--- src/rtl/pipe_hazard_ctrl.sv ---
// Valid/allowin sequencer for a 5-stage IF/ID/EX/MEM/WB pipeline: RAW scoreboard, load wait, flush.
// Define PIPE_HAZARD_FWD_EN when the datapath has full bypass (stall only on load-use).
module pipe_hazard_ctrl #(
    parameter int unsigned REG_AW  = 5,
    parameter int unsigned MEM_LAT = 2,
    parameter int unsigned CNT_W   = 16
) (
    input  logic              clk,
    input  logic              rst,
    input  logic              if_valid,
    input  logic [REG_AW-1:0] id_rs1,
    input  logic              id_rs1_en,
    input  logic [REG_AW-1:0] id_rs2,
    input  logic              id_rs2_en,
    input  logic [REG_AW-1:0] id_rd,
    input  logic              id_rd_we,
    input  logic              id_is_load,
    input  logic              ex_br_taken,
    output logic              if_allowin,
    output logic              id_allowin,
    output logic              ex_allowin,
    output logic              mem_allowin,
    output logic              id_ready_go,
    output logic              mem_ready_go,
    output logic              id_valid,
    output logic              ex_valid,
    output logic              mem_valid,
    output logic              wb_valid,
    output logic              flush,
    output logic [CNT_W-1:0]  stall_cnt
);
    localparam int unsigned LatW = (MEM_LAT > 1) ? $clog2(MEM_LAT) : 1;
    localparam logic [LatW-1:0] LatLast = LatW'(MEM_LAT - 1);

    logic [REG_AW-1:0] ex_rd_q, mem_rd_q, wb_rd_q;
    logic              ex_rd_we_q, mem_rd_we_q, wb_rd_we_q;
    logic              ex_is_load_q, mem_is_load_q;
    logic [LatW-1:0]   mem_cnt_q;

    logic wb_allowin, ex_ready_go;
    logic ex_counted, mem_counted, wb_counted;
    logic ex_hit, mem_hit, wb_hit;

    assign wb_allowin  = 1'b1;
    assign ex_ready_go = 1'b1;

    // A scoreboard entry only matters when it holds a live write to a non-zero register.
    always_comb begin
        ex_counted  = ex_valid & ex_rd_we_q & (ex_rd_q != '0);
        mem_counted = mem_valid & mem_rd_we_q & (mem_rd_q != '0);
        wb_counted  = wb_valid & wb_rd_we_q & (wb_rd_q != '0);
        ex_hit  = ex_counted & ((id_rs1_en & (id_rs1 == ex_rd_q)) |
                                (id_rs2_en & (id_rs2 == ex_rd_q)));
        mem_hit = mem_counted & ((id_rs1_en & (id_rs1 == mem_rd_q)) |
                                 (id_rs2_en & (id_rs2 == mem_rd_q)));
        wb_hit  = wb_counted & ((id_rs1_en & (id_rs1 == wb_rd_q)) |
                                (id_rs2_en & (id_rs2 == wb_rd_q)));
    end

    always_comb begin
        mem_ready_go = ~(mem_valid & mem_is_load_q) | (mem_cnt_q == LatLast);
`ifdef PIPE_HAZARD_FWD_EN
        id_ready_go  = ~((ex_hit & ex_is_load_q) | (mem_hit & mem_is_load_q & ~mem_ready_go));
`else
        id_ready_go  = ~(ex_hit | mem_hit | wb_hit);
`endif
    end

    always_comb begin
        mem_allowin = ~mem_valid | (mem_ready_go & wb_allowin);
        ex_allowin  = ~ex_valid | (ex_ready_go & mem_allowin);
        id_allowin  = ~id_valid | (id_ready_go & ex_allowin);
        flush       = ~rst & ex_valid & ex_br_taken & mem_allowin;
        if_allowin  = id_allowin | flush;
    end

    always_ff @(posedge clk or posedge rst) begin
        if (rst) begin
            id_valid  <= 1'b0;
            ex_valid  <= 1'b0;
            mem_valid <= 1'b0;
            wb_valid  <= 1'b0;
        end else begin
            if (flush) begin
                id_valid <= 1'b0;
            end else if (id_allowin) begin
                id_valid <= if_valid;
            end
            if (flush) begin
                ex_valid <= 1'b0;
            end else if (ex_allowin) begin
                ex_valid <= id_valid & id_ready_go;
            end
            if (mem_allowin) begin
                mem_valid <= ex_valid & ex_ready_go;
            end
            if (wb_allowin) begin
                wb_valid <= mem_valid & mem_ready_go;
            end
        end
    end

    always_ff @(posedge clk or posedge rst) begin
        if (rst) begin
            ex_rd_q       <= '0;
            ex_rd_we_q    <= 1'b0;
            ex_is_load_q  <= 1'b0;
            mem_rd_q      <= '0;
            mem_rd_we_q   <= 1'b0;
            mem_is_load_q <= 1'b0;
            wb_rd_q       <= '0;
            wb_rd_we_q    <= 1'b0;
        end else begin
            if (ex_allowin && !flush) begin
                ex_rd_q      <= id_rd;
                ex_rd_we_q   <= id_rd_we;
                ex_is_load_q <= id_is_load;
            end
            if (mem_allowin) begin
                mem_rd_q      <= ex_rd_q;
                mem_rd_we_q   <= ex_rd_we_q;
                mem_is_load_q <= ex_is_load_q;
            end
            if (wb_allowin) begin
                wb_rd_q    <= mem_rd_q;
                wb_rd_we_q <= mem_rd_we_q;
            end
        end
    end

    // MEM only holds when a load is still waiting, so any MEM load restarts the count.
    always_ff @(posedge clk or posedge rst) begin
        if (rst) begin
            mem_cnt_q <= '0;
        end else if (mem_allowin) begin
            mem_cnt_q <= '0;
        end else if (mem_valid && mem_is_load_q) begin
            mem_cnt_q <= mem_cnt_q + 1'b1;
        end
    end

    always_ff @(posedge clk or posedge rst) begin
        if (rst) begin
            stall_cnt <= '0;
        end else if (id_valid && !id_ready_go && !flush && !(&stall_cnt)) begin
            stall_cnt <= stall_cnt + 1'b1;
        end
    end

endmodule

--- config.mk ---
export PLATFORM = sky130hd
export DESIGN_NAME = pipe_hazard_ctrl
export DESIGN_NICKNAME = d
export VERILOG_FILES = /design/src/rtl/pipe_hazard_ctrl.sv
export SDC_FILE = /design/constraint.sdc
export NUM_CORES = 1
export LEC_CHECK = 0
export ABC_AREA = 1
export CAP_MARGIN = 20
export CORE_MARGIN = 3
export CORE_UTILIZATION = 29
export DETAILED_ROUTE_END_ITERATION = 12
export PLACE_DENSITY = 0.5
export REMOVE_ABC_BUFFERS = 1
export SLEW_MARGIN = 5
export SYNTH_ARGS = -nofsm -noshare
export SYNTH_HDL_FRONTEND = slang
export SYNTH_SLANG_ARGS = --single-unit
--- constraint.sdc ---
create_clock -name clk -period 4.8 [get_ports clk]
set_input_delay 1.2 -clock clk [delete_from_list [all_inputs] [get_ports clk]]
set_output_delay 1.2 -clock clk [all_outputs]
set_load 0.01 [all_outputs]
After elaboration in Yosys (flattened, before gate mapping)
Index checks and enable logic that the tools add are counted.
{"block": "totals", "inputBits": 23, "out_inout_bits": 27, "wordCells": 80, "ff_bits": 41}
{"block": "classes", "mux": 6, "addsub": 2, "n_bitwise": 38, "eq_ne": 6, "reduce_logical": 14}
{"op": "5-bit == test", "n": 6}
{"op": "1-bit AND", "n": 22}
{"op": "16-bit by 1-bit adder with 16-bit output, second input constant", "n": 1}
{"op": "16-bit AND reduction", "n": 1}
{"op": "5-bit nonzero test", "n": 3}
{"op": "1-bit bitwise OR", "n": 10}
{"op": "1-bit two-way mux", "n": 6}
{"op": "1-bit NOT", "n": 6}
{"op": "2-bit nonzero test", "n": 3}
{"op": "1-bit logical AND", "n": 5}
{"op": "1-bit zero test", "n": 2}
{"op": "1-bit adder, second input constant", "n": 1}

Longest topological paths before layout
{"block": "logic_depth", "word_depth": 11, "depth_mapped": 12, "mapped_depth_nobuf": 11}

Worst setup path after synthesis
OpenSTA, ideal clock, no wires.
{"block": "synth_timing", "path_kind": "input to output", "startpoint": "input rst", "endpoint": "output if_allowin", "path_buffers": 1, "t_required_ns": 3.600, "path_slack_ns": 0.433, "path_stages": 6, "arrival_time_ns": 3.167, "cell_sequence": "inv_1 > nand3_1 > nor2_1 > nor2_2 > buf_4 > o21ai_1"}
{"block": "synth_via", "elab_chain_len": 5}
{"item": "start, declared", "line_no": "9", "rtl": "input logic rst,"}
{"item": "1-bit NOT", "line_no": "73", "rtl": "flush = ~rst & ex_valid & ex_br_taken & mem_allowin;"}
{"item": "1-bit AND (3 in a row)", "line_no": "73"}
{"item": "named net flush", "line_no": "29", "rtl": "output logic flush,"}
{"item": "1-bit bitwise OR", "line_no": "74", "rtl": "if_allowin = id_allowin | flush;"}
{"item": "end, declared", "line_no": "19", "rtl": "output logic if_allowin,"}
The timed path passes the listed nets, and every way through them passes these cells.

Final worst setup path
{"block": "layout_timing", "startpoint": "input id_rs2[4]", "endpoint": "output if_allowin"}
{"block": "layout_via", "elab_chain_len": 10, "word_cells_on_any_way": 18, "classes_between": "eq/ne (3); bitwise (15)"}
{"item": "start, declared", "line_no": "13", "rtl": "input logic [REG_AW-1:0] id_rs2,"}
{"item": "5-bit == test (on tied branches)", "line_no": "53, 55"}
{"item": "1-bit AND (on tied branches)", "line_no": "53, 55"}
{"item": "1-bit bitwise OR (on tied branches)", "line_no": "52, 54"}
{"item": "1-bit AND (on tied branches)", "line_no": "52, 54"}
{"item": "1-bit bitwise OR", "line_no": "65", "rtl": "id_ready_go = ~(ex_hit | mem_hit | wb_hit);"}
{"item": "1-bit bitwise OR (*)", "line_no": "65"}
{"item": "1-bit NOT (*)", "line_no": "65"}
{"item": "1-bit AND (*)", "line_no": "72", "rtl": "id_allowin = ~id_valid | (id_ready_go & ex_allowin);"}
{"item": "1-bit bitwise OR (*)", "line_no": "72"}
{"item": "1-bit bitwise OR (*)", "line_no": "74"}
Every way passes the cells marked *; elsewhere a longest branch is shown, timed or not.

==> out/qor.yml <==
status: "complete, no violations"
nets: 433
ant_nets: 0
critPathKind: "in -> out"
drt_wl_total_um: 6700
rsz0062_at_grt: "no"
die_h_um: 98.4
design_area_um2: 3170
grt_pass1_wl_um: 11300
place_hpwl_um: 4980
yosysSeqAreaShare_pct: 41.5
htree_levels: 2
numCtsBuffers: 5
cts.sinks: 41
grt_usage_pct: 14.3
layout_setup_ws_ps: 559
cts_hold_buf: 0
path_cells: "clkdlybuf4s50_1, inv_2, nand2_1, nand2_1, nor2_1, nand3_1, nand2_1, nand2_1, nand3_2, o21ai_1, clkdlybuf4s50_1"
rows: 33
ys_top_cells_by_area: "dfrtp_1 41%, nand2_1 22%, nor2_1 6.2%"
ys_types: 26
fin_skew_ps: 4.37
n_antenna_cell: 0
ir_worst_vdd_v: 0.000111
core_um2: 8260
initialDrtViolationCount: 101
drcViolationCount: 0
post-cts-setup-buffers: 0
min_path_type: "reg -> reg"
cts_resized: 0
yosysTopAreaCellShare_pct: 41.5
gp_congestion: 0.913
setup_tns_ps: 0
finalNonFillerCells: 514
drive_gt1_share_pct: 8.31
cts_buffer_depth: 2
slowest_stage: "clkdlybuf4s50_1"
worstSkewPairLatency_ps: 290
root_buffer: "clkbuf_8"
die_x_um: 98.4
fin_util_pct: 38.4
maxSlewHeadroom_pct: 63.9
slew_viol_final: 0
grt_max_degree: 42
cp-start-kind: "primary input"
max_freq_ghz: 0.236
initial_utilization_pct: 30.0
fin_crit_ps: 4240
cp.required_ps: 3600
power_density_nw_per_um2: 452
critPathCaptureType: "output pin"
tightest_slew_ps: 541
dp_slack_ps: 547
cp_max_fo: 4
syn_inst: 356
overflow: 0
yosysTopAreaCell: "dfrtp_1"
syn_to_final_growth_pct: 28.1
vias: 2336
cpMostUsedCell: "nand2_1"
dp_cells: 507
critical_path.max_stage_delay_ps: 560
hold_viol_final: 0
cts_tree: "done"
final-setup-viol-count: 0
leakagePower_nw: 1.62
yosys_warnings: 0
place_area_um2: 3080
clkTransAtPathRegs_ps: 80
grt_antenna_before_repair: 0
synth-seq-cells: 41
ios: 50
worstPathArrival_ps: 3040
avgRoutedWirePerCell_um: 13.0
grt_pass1_vias: 2341
die_area_um2: 9670
maxCapViolCount: 0
timing.final.crit_share_pct: 88.4
syn_area_um2: 2470
viasPerCell: 4.54
firstDrtPassIters: 4
portBuffers: 49
syn_avg_cell_area_um2: 6.95
cell families after synthesis:
group | after synthesis | share of synthesized area [%]
xor+xnor | 10 | 3.54
fa+ha+maj | 1 | 0.506
buf+inv | 52 | 8.75
compound gates | 13 | 2.63
simple gates | 235 | 41.3
mux | 4 | 1.82
flops | 41 | 41.5
stage by stage:
step | hold WS (ps) | total power [mW]
finish | 420 | 1.43
global placement | 391 | 1.21
detailed placement | 401 | 1.21
CTS | 423 | 1.46
global route | 441 | 1.55
floorplan | 375 | 0.937
final timing paths:
kind,from,endpoint,slack (ps),cells after the start
hold / removal,mem_rd_we_q,wb_rd_we_q,420,0
hold reg to reg,mem_rd_we_q,wb_rd_we_q,420,0
setup reg to reg,stall_cnt[0],stall_cnt[3],2820,7
max in group asynchronous,rst,stall_cnt[15],3020,3
min in group asynchronous,rst,ex_rd_q[4],1400,3
setup / recovery,id_rs2[4],if_allowin,560,11
registers in the layout, summed over array words and instances, names as in the netlist, 5 cells and up:
name and cells:
mem_rd_q 5, wb_rd_q 5, stall_cnt 16, ex_rd_q 5
power by group:
part	switching (mW)	internal, mW	leakage, nW
Clock	0.123	0.114	0.0433
Combinational	0.361	0.256	1.06
Sequential	0.119	0.457	0.514
Total	0.604	0.827	1.62
critical path: cells and delay by family:
kind / cells / cell delay (ps)
AO/OA/AOI/OAI: 1 / 170
AND/OR/NAND/NOR: 7 / 490
buffers and inverters: 3 / 1170
layout make-up:
type | instances | area, um2
well taps | 105 | 131
inverters | 45 | 169
repair buffers | 53 | 520
multi-input cells | 263 | 1230
clock buffers | 6 | 82.6
clock inverters | 1 | 7.51
fillers | 898 | 5090
flip-flops and latches | 41 | 1030
routing by layer:
layer  wire length, um  global-route usage [%]  vias up
li1                  -                       -     1212
met1              3170                    18.7     1073
met4                65                    3.89        0
met2              3210                    23.8       45
met3               250                    3.21        6
met5                 0                       0        -
cell usage in the layout, fill, tap and decap left out:
master / count
a21oi_1: 3
buf_4: 4
clkbuf_8: 6
clkdlybuf4s50_1: 49
clkinv_1: 1
clkinvlp_4: 1
dfrtp_1: 41
ha_1: 1
inv_1: 32
inv_2: 12
mux2_1: 4
nand2_1: 145
nand2_4: 1
nand3_1: 16
nand3_2: 3
nand4_1: 21
nand4_2: 1
nor2_1: 41
nor2_2: 3
nor2_4: 1
nor3_1: 1
nor3_4: 1
o21ai_0: 8
o21ai_1: 2
or2_2: 1
xnor2_1: 4
xor2_1: 6
synthesized netlist by cell type:
cell and n:
ha_1 1, or2_2 1, inv_2 12, mux2_1 4, nor2_4 1, clkbuf_1 1, nor3_1 1, dfrtp_1 41
nor2_1 41, inv_1 33, nand4_1 21, nand4_2 1, buf_2 2, xnor2_1 4, nand2_1 145, o21ai_1 2
a21oi_1 3, nand2_4 1, buf_4 3, nand3_2 3, xor2_1 6, nor3_4 1, nand3_1 16, o21ai_0 8
buf_6 1, nor2_2 3
(Power assumes the default switching activity.)
==> patch 1 (config.mk and constraints unchanged) <==
Add a define of `PIPE_HAZARD_FWD_EN`.
--- a/src/rtl/pipe_hazard_ctrl.sv
+++ b/src/rtl/pipe_hazard_ctrl.sv
@@ -1,5 +1,7 @@
 // Valid/allowin sequencer for a 5-stage IF/ID/EX/MEM/WB pipeline: RAW scoreboard, load wait, flush.
 // Define PIPE_HAZARD_FWD_EN when the datapath has full bypass (stall only on load-use).
+`define PIPE_HAZARD_FWD_EN
+
 module pipe_hazard_ctrl #(
     parameter int unsigned REG_AW  = 5,
     parameter int unsigned MEM_LAT = 2,
Function: changed (a bounded check fails within 4 cycles, from zero or initial values and one cycle with rst high).
==> patch 1 against the unedited design <==
Routed wire length fell by 19%; global-route usage down 1.2 points; synthesized area is 12% lower; via count shrank 14%; sequential share of layout area fell by 1.7 points; worst setup slack improved by 0.0078 ns; critical path depth rose by 2; cell area shrank 9.9%; sequential cell count decreased by 6; cell count is 11% lower; power is 11% lower; largest power group unchanged.
==> patch 1: results (changes against the unedited design) <==
Worst stage delay on the critical path: 0.52 ns (-0.04 ns). In this run the critical register-to-register path is captured at stall_cnt[10]. The number of vias per cell after detailed routing is 4.397 (-3.3%), and the weighted congestion at the end of routability-driven global placement is 0.8142 (-11%). The tools report the worst hold slack after final layout as 0.4862 ns (+0.06663 ns).

The tools report the global router's overall resource usage as 13.13% (-1.2 points). The cell depth of the worst min-delay path came out at 2 (+2). The post-cts gate resize count is 0 (unchanged), and the worst relative slew slack is 44.57% (-19 points). On the critical path the largest part of the delay comes from buffers and inverters. The post-synthesis async set-or-reset flop share works out to 100.0% (unchanged). The total leakage power was 1.405 nW (-13%).

Fraction of layout instances using a drive strength above 1: 9.722% (+1.4 points). For the maximum clock skew at final layout, the log shows 0.003900 ns (-0.0004707 ns). The arrival time at the worst endpoint came out at 3.03 ns (about the same).

The final antenna diode count was 0 (unchanged). The logs give 383 (-12%) for the layout net count and 0.0007690 W (-7.0%) for the internal power. The pre-CTS setup slack was 0.5729 ns (+0.02625 ns).

Number of fill cells in the layout: 754 (-16%). The run gives 4029 µm (-19%) as the detailed placement HPWL. The tools report the worst hold endpoint as mem_rd_we_q. The distinct cell type count of the synthesized netlist is 27 (+3.8%). The register area share after synthesis is 40.18% (-1.3 points). The worst hold path belongs to the class flop to flop. The tools report the slack of the worst reg-to-reg path as 2.68 ns (-0.14 ns).

The number of synthesis warnings was 0 (unchanged). The commonest cells after synthesis are nand2_1 (109), inv_1 (47), dfrtp_1 (35), nor2_1 (26), nand3_1 (21). The run gives 5450 µm (-19%) as the total length of routed wires. The via count of the first global-routing pass was 1915 (-18%); the initial detailed-routing violation count was 62 (-39%). The global-route wire length before repair was 9087 µm (-19%); the pin count of the biggest net entering global routing was 36 (-14%). The maximum net fanout on the critical path came out at 3 (-1). The worst supply voltage drop on vdd is 0.1875 mV (+69%), and the maximum root-to-sink buffer count is 2 (unchanged). For the worst-skew pair, the clock arrives at the later sink with an insertion delay of 0.28 ns. For the number of search-and-repair iterations in the first detailed-routing pass, the log shows 4 (unchanged). The number of cells on the worst reg-to-reg path is 9 (+2). Yosys attributes the largest share of cell area to dfrtp_1 (40%), nand2_1 (19%), inv_1 (8.1%). The startpoint identified for the worst hold timing path is mem_rd_we_q. The run finished with clean final reports. The initial antenna violation count is 0 (unchanged).

In the final layout, the registers with the most flip-flops are stall_cnt x16, ex_rd_q x5, mem_rd_q x5. The setup fix buffers added after clock tree synthesis was 0 (unchanged).
==> patch 1: cell types whose count changed in the layout (fill, tap and decap cells not counted), moves of 4 or more <==
| cell | change |
|---|---|
| nand2_2 | +4 |
| nand2_1 | -36 |
| mux2_1 | -4 |
| nor3_1 | +4 |
| xor2_1 | -6 |
| dfrtp_1 | -6 |
| nor2_1 | -15 |
| xnor2_1 | -4 |
| inv_1 | +15 |
| nand4_1 | -4 |
| nand3_1 | +5 |
| inv_2 | -8 |
==> patch 1: worst max path at each step <==
stage | start | end | slack (ns) | cells after the start
2_1_floorplan | rst | if_allowin | 0.96 | 4
3_5_place_dp | id_rs2[2] | if_allowin | 0.57 | 13
3_3_place_gp | id_rs2[2] | if_allowin | 0.56 | 13
6_report | id_rs2[0] | if_allowin | 0.57 | 13
4_1_cts | id_rs2[2] | if_allowin | 0.56 | 13
5_1_grt | id_rs2[0] | if_allowin | 0.38 | 13
==> patch 1: cell type report <==
cell class | count | area share [%]
inverters | 51 | 6.708
flip-flops and latches | 35 | 30.69
clock inverters | 2 | 1.228
clock buffers | 6 | 2.893
well taps | 96 | 4.209
multi-input cells | 215 | 36.56
repair buffers | 51 | 17.71
==> patch 1: power groups by stage <==
stage / Clock, W / Combinational [W] / Sequential [W]
after floorplan: 0 / 0.000326 / 0.000465
after global placement: 0 / 0.000535 / 0.000475
after detailed placement: 0 / 0.000537 / 0.000474
after CTS: 0.000287 / 0.000540 / 0.000469
after global routing: 0.000301 / 0.000606 / 0.000485
final: 0.000277 / 0.000530 / 0.000468
==> patch 1: cell families (layout without fill, tap and decap cells) <==
| logic type | count (synthesis) | after routing | share of synthesized area [%] |
|---|---|---|---|
| AOI/OAI and AO/OA | 14 | 14 | 3.789 |
| adders and majority gates | 1 | 1 | 0.5740 |
| buffers and inverters | 59 | 110 | 11.94 |
| DFF | 35 | 35 | 40.18 |
| muxes | 2 | 2 | 1.033 |
| and+or+nand+nor | 198 | 198 | 42.48 |
==> patch 1: worst register-to-register path: cells and delay by family, from the launching register on <==
family,cells,cell delay [ns]
AO/OA/AOI/OAI,1,0.66
adder cells (fa/ha/maj),1,0.26
buffers and inverters,1,0.04
flip-flops,1,0.43
AND/OR/NAND/NOR,6,0.63
==> patch 1: per-layer routing <==
metal | vias to the layer above | routed length [µm] | GRT usage [%]
li1 | 1063 | - | -
met1 | 895 | 2628 | 17.56
met2 | 41 | 2477 | 20.79
met3 | 6 | 290 | 3.899
met4 | 0 | 53 | 3.297
met5 | - | 0 | 0
==> patch 1: per-stage QoR <==
step	cells	utilization [%]	total power [W]	instance area, µm²
floorplan	301	-	0.0007908	2111
global placement	448	38.98	0.001010	2736
detailed placement	448	38.98	0.001011	2736
CTS	456	40.66	0.001296	2854
global route	456	40.66	0.001392	2854
finish	456	40.66	0.001276	2854
==> patch 2 (same settings) <==
Made on the original files. Reset style: synchronous (`rst`), changed in 4 clocked blocks.
--- a/src/rtl/pipe_hazard_ctrl.sv
+++ b/src/rtl/pipe_hazard_ctrl.sv
@@ -74,7 +74,7 @@
         if_allowin  = id_allowin | flush;
     end
 
-    always_ff @(posedge clk or posedge rst) begin
+    always_ff @(posedge clk) begin
         if (rst) begin
             id_valid  <= 1'b0;
             ex_valid  <= 1'b0;
@@ -100,7 +100,7 @@
         end
     end
 
-    always_ff @(posedge clk or posedge rst) begin
+    always_ff @(posedge clk) begin
         if (rst) begin
             ex_rd_q       <= '0;
             ex_rd_we_q    <= 1'b0;
@@ -129,7 +129,7 @@
     end
 
     // MEM only holds when a load is still waiting, so any MEM load restarts the count.
-    always_ff @(posedge clk or posedge rst) begin
+    always_ff @(posedge clk) begin
         if (rst) begin
             mem_cnt_q <= '0;
         end else if (mem_allowin) begin
@@ -139,7 +139,7 @@
         end
     end
 
-    always_ff @(posedge clk or posedge rst) begin
+    always_ff @(posedge clk) begin
         if (rst) begin
             stall_cnt <= '0;
         end else if (id_valid && !id_ready_go && !flush && !(&stall_cnt)) begin
Check against the original RTL: differs if rst is asserted again (counterexample within 4 cycles, from zero or initial values and one cycle with rst high); with rst held inactive, the same outputs for 10 cycles.
==> patch 2 against the unedited design <==
Worst setup slack worse by 0.032 ns; critical path depth down 1; sequential cell count unchanged; cell area up 3.6%; die area up 4.6%; synthesized area up 4.9%; routed wire length up 9.3%.
Power is not compared: it rests on default switching activity, and its combinational part moved more than twofold at a synthesized area within 25%.
==> patch 2: results (changes against the unedited design) <==
The run finished with clean final reports. In this run the static leakage power is 1.503 nW. The routed length on met3 came out at 286 µm (+14%). Broken down by cell family, the worst path's largest delay share belongs to buffers and inverters.

The run gives 3275 µm (+2.1%) as the met2 wire length. The run gives 74.31% (+10 points) as the worst relative slew slack. The register name with the most flops is stall_cnt. For the initial antenna violation count, the log shows 0 (unchanged). The global-route wire length before repair came out at 12120 µm (+7.7%). The worst stage delay on the critical path is 0.54 ns (-0.02 ns), and the post-synthesis async set-or-reset flop share is 0% (-100 points). The root buffer cell was clkbuf_8. After synthesis, the cell types taking the most area are dfxtp_1 (32%), nand2_1 (19%), inv_1 (10%). The area growth from synthesis to layout is 26.53%.

The worst hold path belongs to the class flop to flop. The run gives 506 (+17%) as the layout net count. The detailed placement HPWL is 5468 µm (+9.8%). The post-cts gate resize count is 0 (unchanged).

The clock-pin slew reported for the worst setup and hold paths after clock tree synthesis was 0.08 ns (about the same). The worst-skew pair later-pin latency came out at 0.30 ns. Type of the setup path with the least slack: input pin to output pin. The tools report the destination of the critical timing path as id_allowin. The number of placed instances with taps included was 580 (+14%); the distinct cell type count of the synthesized netlist was 25 (-3.8%). The logs give 39.6% for the clock network power share and 0 (unchanged) for the final antenna diode count. The register area share after synthesis is 31.64% (-9.8 points), and the number of cells on the worst reg-to-reg path is 13 (+6). The run gives 588 (+14%) as the number of non-filler instances in the completed layout. The capture instance of the worst register-to-register path was stall_cnt[0]. Tracing the worst setup path back leads to its startpoint at id_rs1[2].

The total via count after detailed routing is 2700 (+16%), and the number of input and output port buffers inserted is 49 (unchanged). The highest routing layer actually used was met4. The worst reg2reg path startpoint was ex_rd_q[4]. The run gives 31 (-26%) as the pin count of the biggest net entering global routing. Global router's overall resource usage: 14.82% (+0.53 points). The via count of the first global-routing pass was 2566 (+9.6%).

The ratio of total power to cell area was 230.3 mW/mm²; the setup fix buffers added after clock tree synthesis was 0 (unchanged). Sorting the synthesized cells by how often they occur yields nand2_1 (132), inv_1 (71), nor2_1 (68), dfxtp_1 (41), nand4_1 (25). The number of fill cells in the layout was 914 (+1.8%). The run gives 0.9632 (+5.5%) as the weighted congestion at the end of routability-driven global placement. The maximum clock skew at final layout was 0.005805 ns (+0.001434 ns); the fraction of layout instances using a drive strength above 1 was 8.489% (+0.18 points).

Among all flip-flop cells after synthesis, the most frequent one is dfxtp_1. The maximum root-to-sink buffer count was 2 (unchanged). The average cell area after synthesis works out to 5.976 µm² (-14%). The routed metal-1 wirelength was 3673 µm (+16%); the slack of the worst reg-to-reg path was 2.85 ns (+0.03 ns).

The run gives 0.5401 ns (-0.006546 ns) as the pre-CTS setup slack. The initial detailed-routing violation count was 140 (+39%); the average wire length per cell after detail routing was 12.45 µm (-4.4%). The run gives 5 (unchanged) as the total CTS buffers.

The run gives 3.07 ns (+0.03 ns) as the arrival time at the worst endpoint. The shortest clock period the worst path allows after layout is 4.273 ns (+0.03153 ns). For the sequential group, total power comes out at 0.000359 W.
patch 2: per-layer routing:
metal / vias up / GRT usage (%)
met2: 53 / 23.65
li1: 1438 / -
met4: 0 / 3.523
met1: 1204 / 20.87
met3: 5 / 2.491
met5: - / 0
patch 2: per-stage QoR:
step	hold slack (ns)	cell area (µm²)
after global placement	0.4270	3166
after detailed placement	0.4273	3166
after global routing	0.4603	3282
final	0.4369	3282
after floorplan	0.4174	2514
after CTS	0.4395	3282
patch 2: final cells by class:
cell class	count	area (µm²)	share of cell area [%]
clock buffer	7	86.33	2.631
clock inverter	1	30.03	0.9150
inverter	81	304.0	9.264
multi-input combinational	300	1389	42.32
sequential	41	820.8	25.01
tap	105	131.4	4.003
timing repair buffer	53	520.5	15.86
patch 2: how the worst min path moves through the flow:
stage                     start    endpoint  slack [ns]  cells past startpoint
floorplan           mem_rd_we_q  wb_rd_we_q        0.42                      2
global placement    mem_rd_we_q  wb_rd_we_q        0.43                      2
detailed placement  mem_rd_we_q  wb_rd_we_q        0.43                      2
CTS                 mem_rd_we_q  wb_rd_we_q        0.44                      2
global route        mem_rd_we_q  wb_rd_we_q        0.46                      2
finish              mem_rd_we_q  wb_rd_we_q        0.44                      2
patch 2: logic make-up (layout without fill, tap and decap cells):
| kind of cell | after synthesis | count (layout) | synth area share (%) |
|---|---|---|---|
| AND/OR/NAND/NOR | 266 | 266 | 46.41 |
| buffers and inverters | 93 | 142 | 14.81 |
| flip-flops | 41 | 41 | 31.65 |
| AO/OA/AOI/OAI | 32 | 32 | 6.319 |
| adder cells (fa/ha/maj) | 1 | 1 | 0.4823 |
| XOR/XNOR | 1 | 1 | 0.3377 |
